--- src/rtl/ps2_out.sv ---
// PS/2 host-to-device transmitter.
// Runs the request-to-send handshake on the shared open-drain lines, shifts out one
// command byte LSB first with odd parity and stop, then samples the device ack bit.
// busy_o covers the whole transfer so the receive path can stay idle meanwhile.
module ps2_out #(
    parameter int unsigned INHIBIT_CYCLES = 5000,
    parameter int unsigned START_TIMEOUT  = 750000,
    parameter int unsigned XFER_TIMEOUT   = 100000
) (
    input  logic       clk_i,
    input  logic       rst_ni,
    input  logic       send_cmd_i,
    input  logic [7:0] cmd_byte_i,
    input  logic       ps2_clk_i,
    input  logic       ps2_data_i,
    output logic       ps2_clk_drive_low_o,
    output logic       ps2_data_drive_low_o,
    output logic       busy_o,
    output logic       cmd_sent_o,
    output logic       error_o
);

    // One timer serves both the inhibit period and the RTS start timeout.
    localparam int unsigned TmrMax  = (INHIBIT_CYCLES > START_TIMEOUT) ? INHIBIT_CYCLES
                                                                       : START_TIMEOUT;
    localparam int unsigned TmrW    = $clog2(TmrMax + 1);
    localparam int unsigned XferW   = $clog2(XFER_TIMEOUT + 1);

    localparam logic [TmrW-1:0]  InhibitLast = TmrW'(INHIBIT_CYCLES - 1);
    localparam logic [TmrW-1:0]  StartLast   = TmrW'(START_TIMEOUT - 1);
    localparam logic [XferW-1:0] XferLast    = XferW'(XFER_TIMEOUT - 1);

    typedef enum logic [3:0] {
        StIdle,
        StInhibit,
        StRts,
        StSendData,
        StSendParity,
        StSendStop,
        StWaitAck,
        StWaitRelease,
        StAbort
    } state_e;

    state_e             state_q;
    logic [TmrW-1:0]    tmr_q;
    logic [XferW-1:0]   xfer_q;
    logic [2:0]         bit_cnt_q;
    logic [7:0]         shift_q;
    logic               parity_q;
    logic               ok_q;

    logic               clk_drv_q;
    logic               data_drv_q;
    logic               busy_q;
    logic               cmd_sent_q;
    logic               error_q;

    logic               clk_s1_q, clk_s2_q, clk_prev_q;
    logic               data_s1_q, data_s2_q;
    logic               fall;

    // Two-flop synchronisers plus the delayed clock used for edge detection.
    // Idle lines are high, so reset to 1 to avoid a false fall after reset.
    always_ff @(posedge clk_i or negedge rst_ni) begin
        if (!rst_ni) begin
            clk_s1_q   <= 1'b1;
            clk_s2_q   <= 1'b1;
            clk_prev_q <= 1'b1;
            data_s1_q  <= 1'b1;
            data_s2_q  <= 1'b1;
        end else begin
            clk_s1_q   <= ps2_clk_i;
            clk_s2_q   <= clk_s1_q;
            clk_prev_q <= clk_s2_q;
            data_s1_q  <= ps2_data_i;
            data_s2_q  <= data_s1_q;
        end
    end

    // Falling edge of the synchronised device clock.
    always_comb begin
        fall = clk_prev_q & ~clk_s2_q;
    end

    // Transfer FSM; every output is a register updated alongside the state.
    always_ff @(posedge clk_i or negedge rst_ni) begin
        if (!rst_ni) begin
            state_q    <= StIdle;
            tmr_q      <= '0;
            xfer_q     <= '0;
            bit_cnt_q  <= '0;
            shift_q    <= '0;
            parity_q   <= 1'b0;
            ok_q       <= 1'b0;
            clk_drv_q  <= 1'b0;
            data_drv_q <= 1'b0;
            busy_q     <= 1'b0;
            cmd_sent_q <= 1'b0;
            error_q    <= 1'b0;
        end else begin
            // Completion flags are single-cycle pulses.
            cmd_sent_q <= 1'b0;
            error_q    <= 1'b0;

            unique case (state_q)
                StIdle: begin
                    clk_drv_q  <= 1'b0;
                    data_drv_q <= 1'b0;
                    if (send_cmd_i) begin
                        shift_q   <= cmd_byte_i;
                        parity_q  <= ~^cmd_byte_i;
                        busy_q    <= 1'b1;
                        clk_drv_q <= 1'b1;
                        tmr_q     <= '0;
                        state_q   <= StInhibit;
                    end
                end

                StInhibit: begin
                    if (tmr_q == InhibitLast) begin
                        // Start bit goes low in the same cycle clk is released.
                        data_drv_q <= 1'b1;
                        clk_drv_q  <= 1'b0;
                        tmr_q      <= '0;
                        state_q    <= StRts;
                    end else begin
                        tmr_q <= tmr_q + TmrW'(1);
                    end
                end

                StRts: begin
                    if (fall) begin
                        data_drv_q <= ~shift_q[0];
                        shift_q    <= {1'b0, shift_q[7:1]};
                        bit_cnt_q  <= '0;
                        xfer_q     <= '0;
                        state_q    <= StSendData;
                    end else if (tmr_q == StartLast) begin
                        clk_drv_q  <= 1'b0;
                        data_drv_q <= 1'b0;
                        busy_q     <= 1'b0;
                        error_q    <= 1'b1;
                        state_q    <= StAbort;
                    end else begin
                        tmr_q <= tmr_q + TmrW'(1);
                    end
                end

                StSendData, StSendParity, StSendStop, StWaitAck, StWaitRelease: begin
                    if (xfer_q == XferLast) begin
                        clk_drv_q  <= 1'b0;
                        data_drv_q <= 1'b0;
                        busy_q     <= 1'b0;
                        error_q    <= 1'b1;
                        state_q    <= StAbort;
                    end else begin
                        xfer_q <= xfer_q + XferW'(1);
                        case (state_q)
                            StSendData: begin
                                if (fall) begin
                                    if (bit_cnt_q == 3'd7) begin
                                        data_drv_q <= ~parity_q;
                                        state_q    <= StSendParity;
                                    end else begin
                                        data_drv_q <= ~shift_q[0];
                                        shift_q    <= {1'b0, shift_q[7:1]};
                                        bit_cnt_q  <= bit_cnt_q + 3'd1;
                                    end
                                end
                            end
                            StSendParity: begin
                                // Releasing data presents the stop bit.
                                if (fall) begin
                                    data_drv_q <= 1'b0;
                                    state_q    <= StSendStop;
                                end
                            end
                            StSendStop: begin
                                if (fall) begin
                                    state_q <= StWaitAck;
                                end
                            end
                            StWaitAck: begin
                                if (fall) begin
                                    ok_q    <= ~data_s2_q;
                                    state_q <= StWaitRelease;
                                end
                            end
                            StWaitRelease: begin
                                if (clk_s2_q && data_s2_q) begin
                                    cmd_sent_q <= ok_q;
                                    error_q    <= ~ok_q;
                                    busy_q     <= 1'b0;
                                    state_q    <= StIdle;
                                end
                            end
                            default: ;
                        endcase
                    end
                end

                StAbort: begin
                    // Lines, busy and error were already set on entry.
                    state_q <= StIdle;
                end

                default: begin
                    clk_drv_q  <= 1'b0;
                    data_drv_q <= 1'b0;
                    busy_q     <= 1'b0;
                    state_q    <= StIdle;
                end
            endcase
        end
    end

    // Outputs come straight from registers.
    always_comb begin
        ps2_clk_drive_low_o  = clk_drv_q;
        ps2_data_drive_low_o = data_drv_q;
        busy_o               = busy_q;
        cmd_sent_o           = cmd_sent_q;
        error_o              = error_q;
    end

endmodule

--- config.mk ---
export PLATFORM = sky130hd
export DESIGN_NAME = ps2_out
export DESIGN_NICKNAME = d
export VERILOG_FILES = /design/src/rtl/ps2_out.sv
export SDC_FILE = /design/constraint.sdc
export NUM_CORES = 1
export LEC_CHECK = 0
export ABC_AREA = 1
export CORE_MARGIN = 2
export CORE_UTILIZATION = 55
export CTS_CLUSTER_DIAMETER = 30
export CTS_CLUSTER_SIZE = 16
export DETAILED_ROUTE_END_ITERATION = 7
export GPL_TIMING_DRIVEN = 0
export PLACE_DENSITY = 0.76
export SYNTH_ARGS = -nofsm -noshare
export SYNTH_HDL_FRONTEND = slang
export SYNTH_SLANG_ARGS = --single-unit
--- constraint.sdc ---
create_clock -name clk_i -period 1.7 [get_ports clk_i]
set_input_delay 0.255 -clock clk_i [delete_from_list [all_inputs] [get_ports clk_i]]
set_output_delay 0.255 -clock clk_i [all_outputs]
set_load 0.005 [all_outputs]
======== Word level (Yosys, flattened, before mapping) ========
Index checks and enable logic that the tools add are counted.
word-level totals
  bits in writable memories ............... 0
  bits of input ports ..................... 13
  ROM bits ................................ 0
  output and inout bits ................... 5
  memories ................................ 0
  bits in registers ....................... 64
  bits in latches ......................... 0
operators by class
  $add $sub $neg .......................... 3
  bitwise gates (word level) .............. 9
  muxes and demuxes ....................... 63
  order comparisons ....................... 0
  eq/ne operators ......................... 34
  shift-type cells ........................ 0
  divide/modulo/power cells ............... 0
  multipliers ............................. 0
  reductions and logical operators ........ 18
operators with widths
  kind                     count
  $mux W20                 4
  $pmux W20 S3             1
  $mux W8                  6
  $mux W4                  11
  $mux W17                 2
  $pmux W17 S2             1
  $ne A4 B4 Y1 const B     7
  $mux W1                  24
  $pmux W8 S3              1
  $ne A2 B2 Y1 const B     11
  $add A20 B1 Y20 const B  1
  $eq A20 B13 Y1 const B   1
  $eq A20 B20 Y1 const B   1
  $pmux W4 S5              1
  $reduce_and A6 Y1        3
  $add A17 B1 Y17 const B  1
  $eq A17 B17 Y1 const B   1
  $eq A4 B3 Y1 const B     4
  $pmux W4 S4              1
  $mux W3                  5
  $reduce_and A10 Y1       1
  $ne A3 B3 Y1 const B     3
  $eq A4 B2 Y1 const B     2
  $not A1 Y1               8
  22 further kinds         26

======== Logic depth before layout (Yosys ltp) ========
  depth in word-level cells ............... 6
  gate-level depth with buffers ........... 12
  gate-level depth less buffers ........... 11

======== Worst setup path before layout ========
OpenSTA, ideal clock, no wires.
  path type ............................... flip-flop to flip-flop
  start ................................... register xfer_q[0]
  end ..................................... register state_q[2]
  arrival time ............................ 1665 ps
  period minus slack after synthesis ...... 1782 ps
  cell stages (with the launch flop) ...... 12
  setup slack ............................. -82 ps
  cell sequence ........................... dfrtp_1 ha_1 nand3_1 inv_1 nand3_1 buf_2 nand2_1 nand2_1 nor2_1 nand2_1 nand2_1 nand2_1
on the way
  word-level cells in the longest chain between the ends .. 3
  elaborated cells between the ends (all ways) .. 11
RTL lines
  item                                                                RTL line  RTL
  start: declaration                                                  47        logic [XferW-1:0] xfer_q;
  start signal: assignment                                            158       xfer_q <= xfer_q + XferW'(1);
  $eq A17 B17 Y1 *                                                    151       if (xfer_q == XferLast) begin
  $ne A7 B7 Y1 (no source line) (tied with other cells)               -
  $reduce_and A10 Y1 (no source line) or $pmux W4 S4 (tied branches)  -
  end signal: assignment                                              144       state_q <= StAbort;
  end signal: assignment                                              156       state_q <= StAbort;
  end signal: assignment                                              164       state_q <= StSendParity;
  end: declaration                                                    45        state_e state_q;
Every way passes the cells marked *; elsewhere a longest branch is shown, timed or not.
A chain may end at the register's enable or synchronous reset.

======== Final worst setup path ========
  start ................................... register tmr_q[1]
  end ..................................... register clk_drv_q, in the netlist ps2_clk_drive_low_o
on the way
  word-level cells in the longest chain between the ends .. 3
  elaborated cells between the ends (all ways) .. 5
RTL lines
  item                                              RTL line  RTL
  start: declaration                                46        logic [TmrW-1:0] tmr_q;
  start signal: assignment                          128       tmr_q <= tmr_q + TmrW'(1);
  start signal: assignment                          146       tmr_q <= tmr_q + TmrW'(1);
  $eq A20 B20 Y1 or $eq A20 B13 Y1 (tied branches)  139, 121
  $ne A2 B2 Y1 (no source line)                     -
  $reduce_and A5 Y1 (no source line) *              -
  end signal: assignment                            124       clk_drv_q <= 1'b0;
  end signal: assignment                            140       clk_drv_q <= 1'b0;
  end signal: assignment                            152       clk_drv_q <= 1'b0;
  end: declaration                                  53        logic clk_drv_q;
Marked as above.

==> results.cfg <==
[die]
core.rowCount = 31
dieArea_um2 = 8278
start_util_pct = 57.07
die_w_um = 90.99
design.portCount = 18
die_h_um = 90.99
coreArea_um2 = 7292

[timing]
holdWs_ns = -0.02542
hold_violations = 17
report.final.slew_viol_count = 0
timing.slew.headroom_pct = 45.95
fin_skew_ns = 0.02169
finalSetupTns_ns = -0.8479
rsz0062_at_grt = true
max_freq_ghz = 0.5438
setup_viol = 23
setup_slack_ns = -0.1387
min_period_ns = 1.839
worst_pin_slew_ns = 0.8108
finalCritPeriodShare_pct = 108.2

[finish]
area_growth_syn_to_layout_pct = 32.17
final_util_pct = 75.43
n_antenna_cell = 0
postLayoutCellArea_um2 = 5500
layout-drive-gt1-share_pct = 26.04
final_cell_mix = nand2_1, nor2_1, buf_4
nNetsFinal = 707
mostFrequentLayoutCell = nand2_1

[synth]
ys_ff_latch = 64
synth.largest_area_cell = dfrtp_1
synthArstFlopShare_pct = 100.0
synth_ff_type = dfrtp_1
synth_top_area_share_pct = 35.48
syn_area_per_cell_um2 = 6.811
synth-edff-count = 0
synthTopCellsByArea = dfrtp_1, nand2_1, nor2_1, nand3_1, inv_1
yosys_warnings = 0
synthCells = 611
synth_cell_type_count = 38
seq_area_frac_synth_pct = 38.63
netlist_area_um2 = 4161
synth_nets = 628

[clock_tree]
cts_tree = built
root_buffer = clkbuf_8
cts_max_path_buffers = 2
clk_pin_slew_ns = 0.09
clk_latency_ns = 0.37
numCtsBuffers = 9
cts.sinks = 64
cts.htree.levels = 3
hold_buffers = 0

[setup_path]
critPathLaunch = tmr_q[1]$_DFFE_PN0P_
crit_arrival_ns = 2.09
reg2reg_slack_ns = -0.14
crit_fanout = 5
worstSetupPathType = reg2reg
crit_path_end_kind = register
r2r-start = tmr_q[1]$_DFFE_PN0P_
startpoint_type = register
required_ns = 1.96

[routing]
routedWlPerCell_um = 15.77
drtPass1Iterations = 5
wl_mm = 12.52
drt-initial-drc-count = 402
postRouteAntennaNets = 0
drc = 0
via_per_inst = 5.617
vias = 4460

[power_and_ir_drop]
cellLeakagePower_nw = 2.553
peakVddDrop_mv = 0.9583
power_density_nw_per_um2 = 1533

[placed_design]
gp_congestion = 0.9467
dp_hpwl_mm = 7.296
place_area_um2 = 4466
port_buffers = 17
pre_cts_ws_ns = -0.3086

[grt]
antenna_found_initial = 0
grtUsageTotal_pct = 27.58
grt-ovfl-total = 0
grt_pass1_wl_mm = 18.41
grt_max_degree = 65
grt_pass1_vias = 3954

[hold_path]
min-delay-path-class = in2async

[run_status]
violations = hold timing, setup timing
status = complete, but fails checks

[run]
max_cap_viol_count = 0
-- layout make-up --
cell class / count / area [um^2]
tap: 99 / 123.9
sequential: 64 / 1623
clock buffer: 11 / 151.4
multi-input combinational: 476 / 2572
buffer: 12 / 113.9
clock inverter: 5 / 86.33
timing repair buffer: 68 / 588.1
inverter: 59 / 241.5
fill: 545 / 1792
-- power by group --
part / leakage, nW / total (mW) / switching (mW) / internal, mW
clock network: 0.121 / 1.59 / 0.670 / 0.919
logic: 1.60 / 4.78 / 2.88 / 1.90
registers: 0.832 / 2.06 / 0.249 / 1.81
-- through the flow --
step | std cells | total power [mW]
final | 794 | 8.430
after global routing | 794 | 8.914
after CTS | 760 | 7.230
after detailed placement | 727 | 5.072
after global placement | 727 | 4.991
after floorplan | 611 | 4.224
-- cell usage after synthesis, types with 5 or more instances --
| library cell | n |
|---|---|
| nand2_1 | 228 |
| nor2_1 | 74 |
| dfrtp_1 | 59 |
| inv_1 | 54 |
| nand3_1 | 49 |
| o21ai_0 | 28 |
| xor2_1 | 17 |
| nor3_1 | 11 |
| o211ai_1 | 9 |
| a21oi_1 | 8 |
| o21ai_1 | 8 |
| nand4_1 | 7 |
| xnor2_1 | 7 |
| dfstp_2 | 5 |
-- timing repair --
action                     4_1_cts  5_1_grt
setup buffers                   17       33
setup endpoints to repair       56       55
resized for setup               44       82
pin swaps                       10       35
cloned                           0        2
-- path summary, 6_finish.rpt --
check / endpoint / depth (start not counted)
setup / recovery: ps2_clk_drive_low_o$_DFFE_PN0P_ / 9
hold / removal: ps2_data_drive_low_o$_DFFE_PN0P_ / 1
setup reg to reg: ps2_clk_drive_low_o$_DFFE_PN0P_ / 9
hold reg to reg: clk_s2_q$_DFF_PN1_ / 0
max in group asynchronous: tmr_q[3]$_DFFE_PN0P_ / 1
min in group clk_i: clk_s1_q$_DFF_PN1_ / 1
-- sequential cells by signal, indices dropped and copies added, names as in the netlist --
signal	count
bit_cnt_q	3
busy_o	1
clk_prev_q	1
clk_s1_q	1
clk_s2_q	1
cmd_sent_o	1
data_s1_q	1
data_s2_q	1
error_o	1
ok_q	1
parity_q	1
ps2_clk_drive_low_o	1
ps2_data_drive_low_o	1
shift_q	8
state_q	4
tmr_q	20
xfer_q	17
-- critical path: stages, from the launching register on --
cell,delay (ns)
dfrtp_1,0.37
ha_2,0.19
buf_6,0.12
nand3_4,0.10
nor2_4,0.12
nand3_2,0.12
o21ai_0,0.30
nand3_1,0.22
nand2_1,0.14
nand2_1,0.07
-- cell families (layout without fill, tap and decap cells) --
group | after synthesis | after routing | synth area share [%]
flip-flops | 64 | 64 | 38.64
adder cells (fa/ha/maj) | 4 | 4 | 1.203
AO/OA/AOI/OAI | 61 | 61 | 8.569
AND/OR/NAND/NOR | 386 | 387 | 39.03
buffers and inverters | 72 | 155 | 7.516
XOR/XNOR | 24 | 24 | 5.051
-- layer usage --
metal	vias up	track usage (%)	share of wire [%]
li1	2101	-	-
met1	2109	36.93	41
met2	185	44.32	49
met3	65	4.979	5.6
met4	0	11.24	4.3
met5	-	0	0
(Power assumes the default switching activity.)
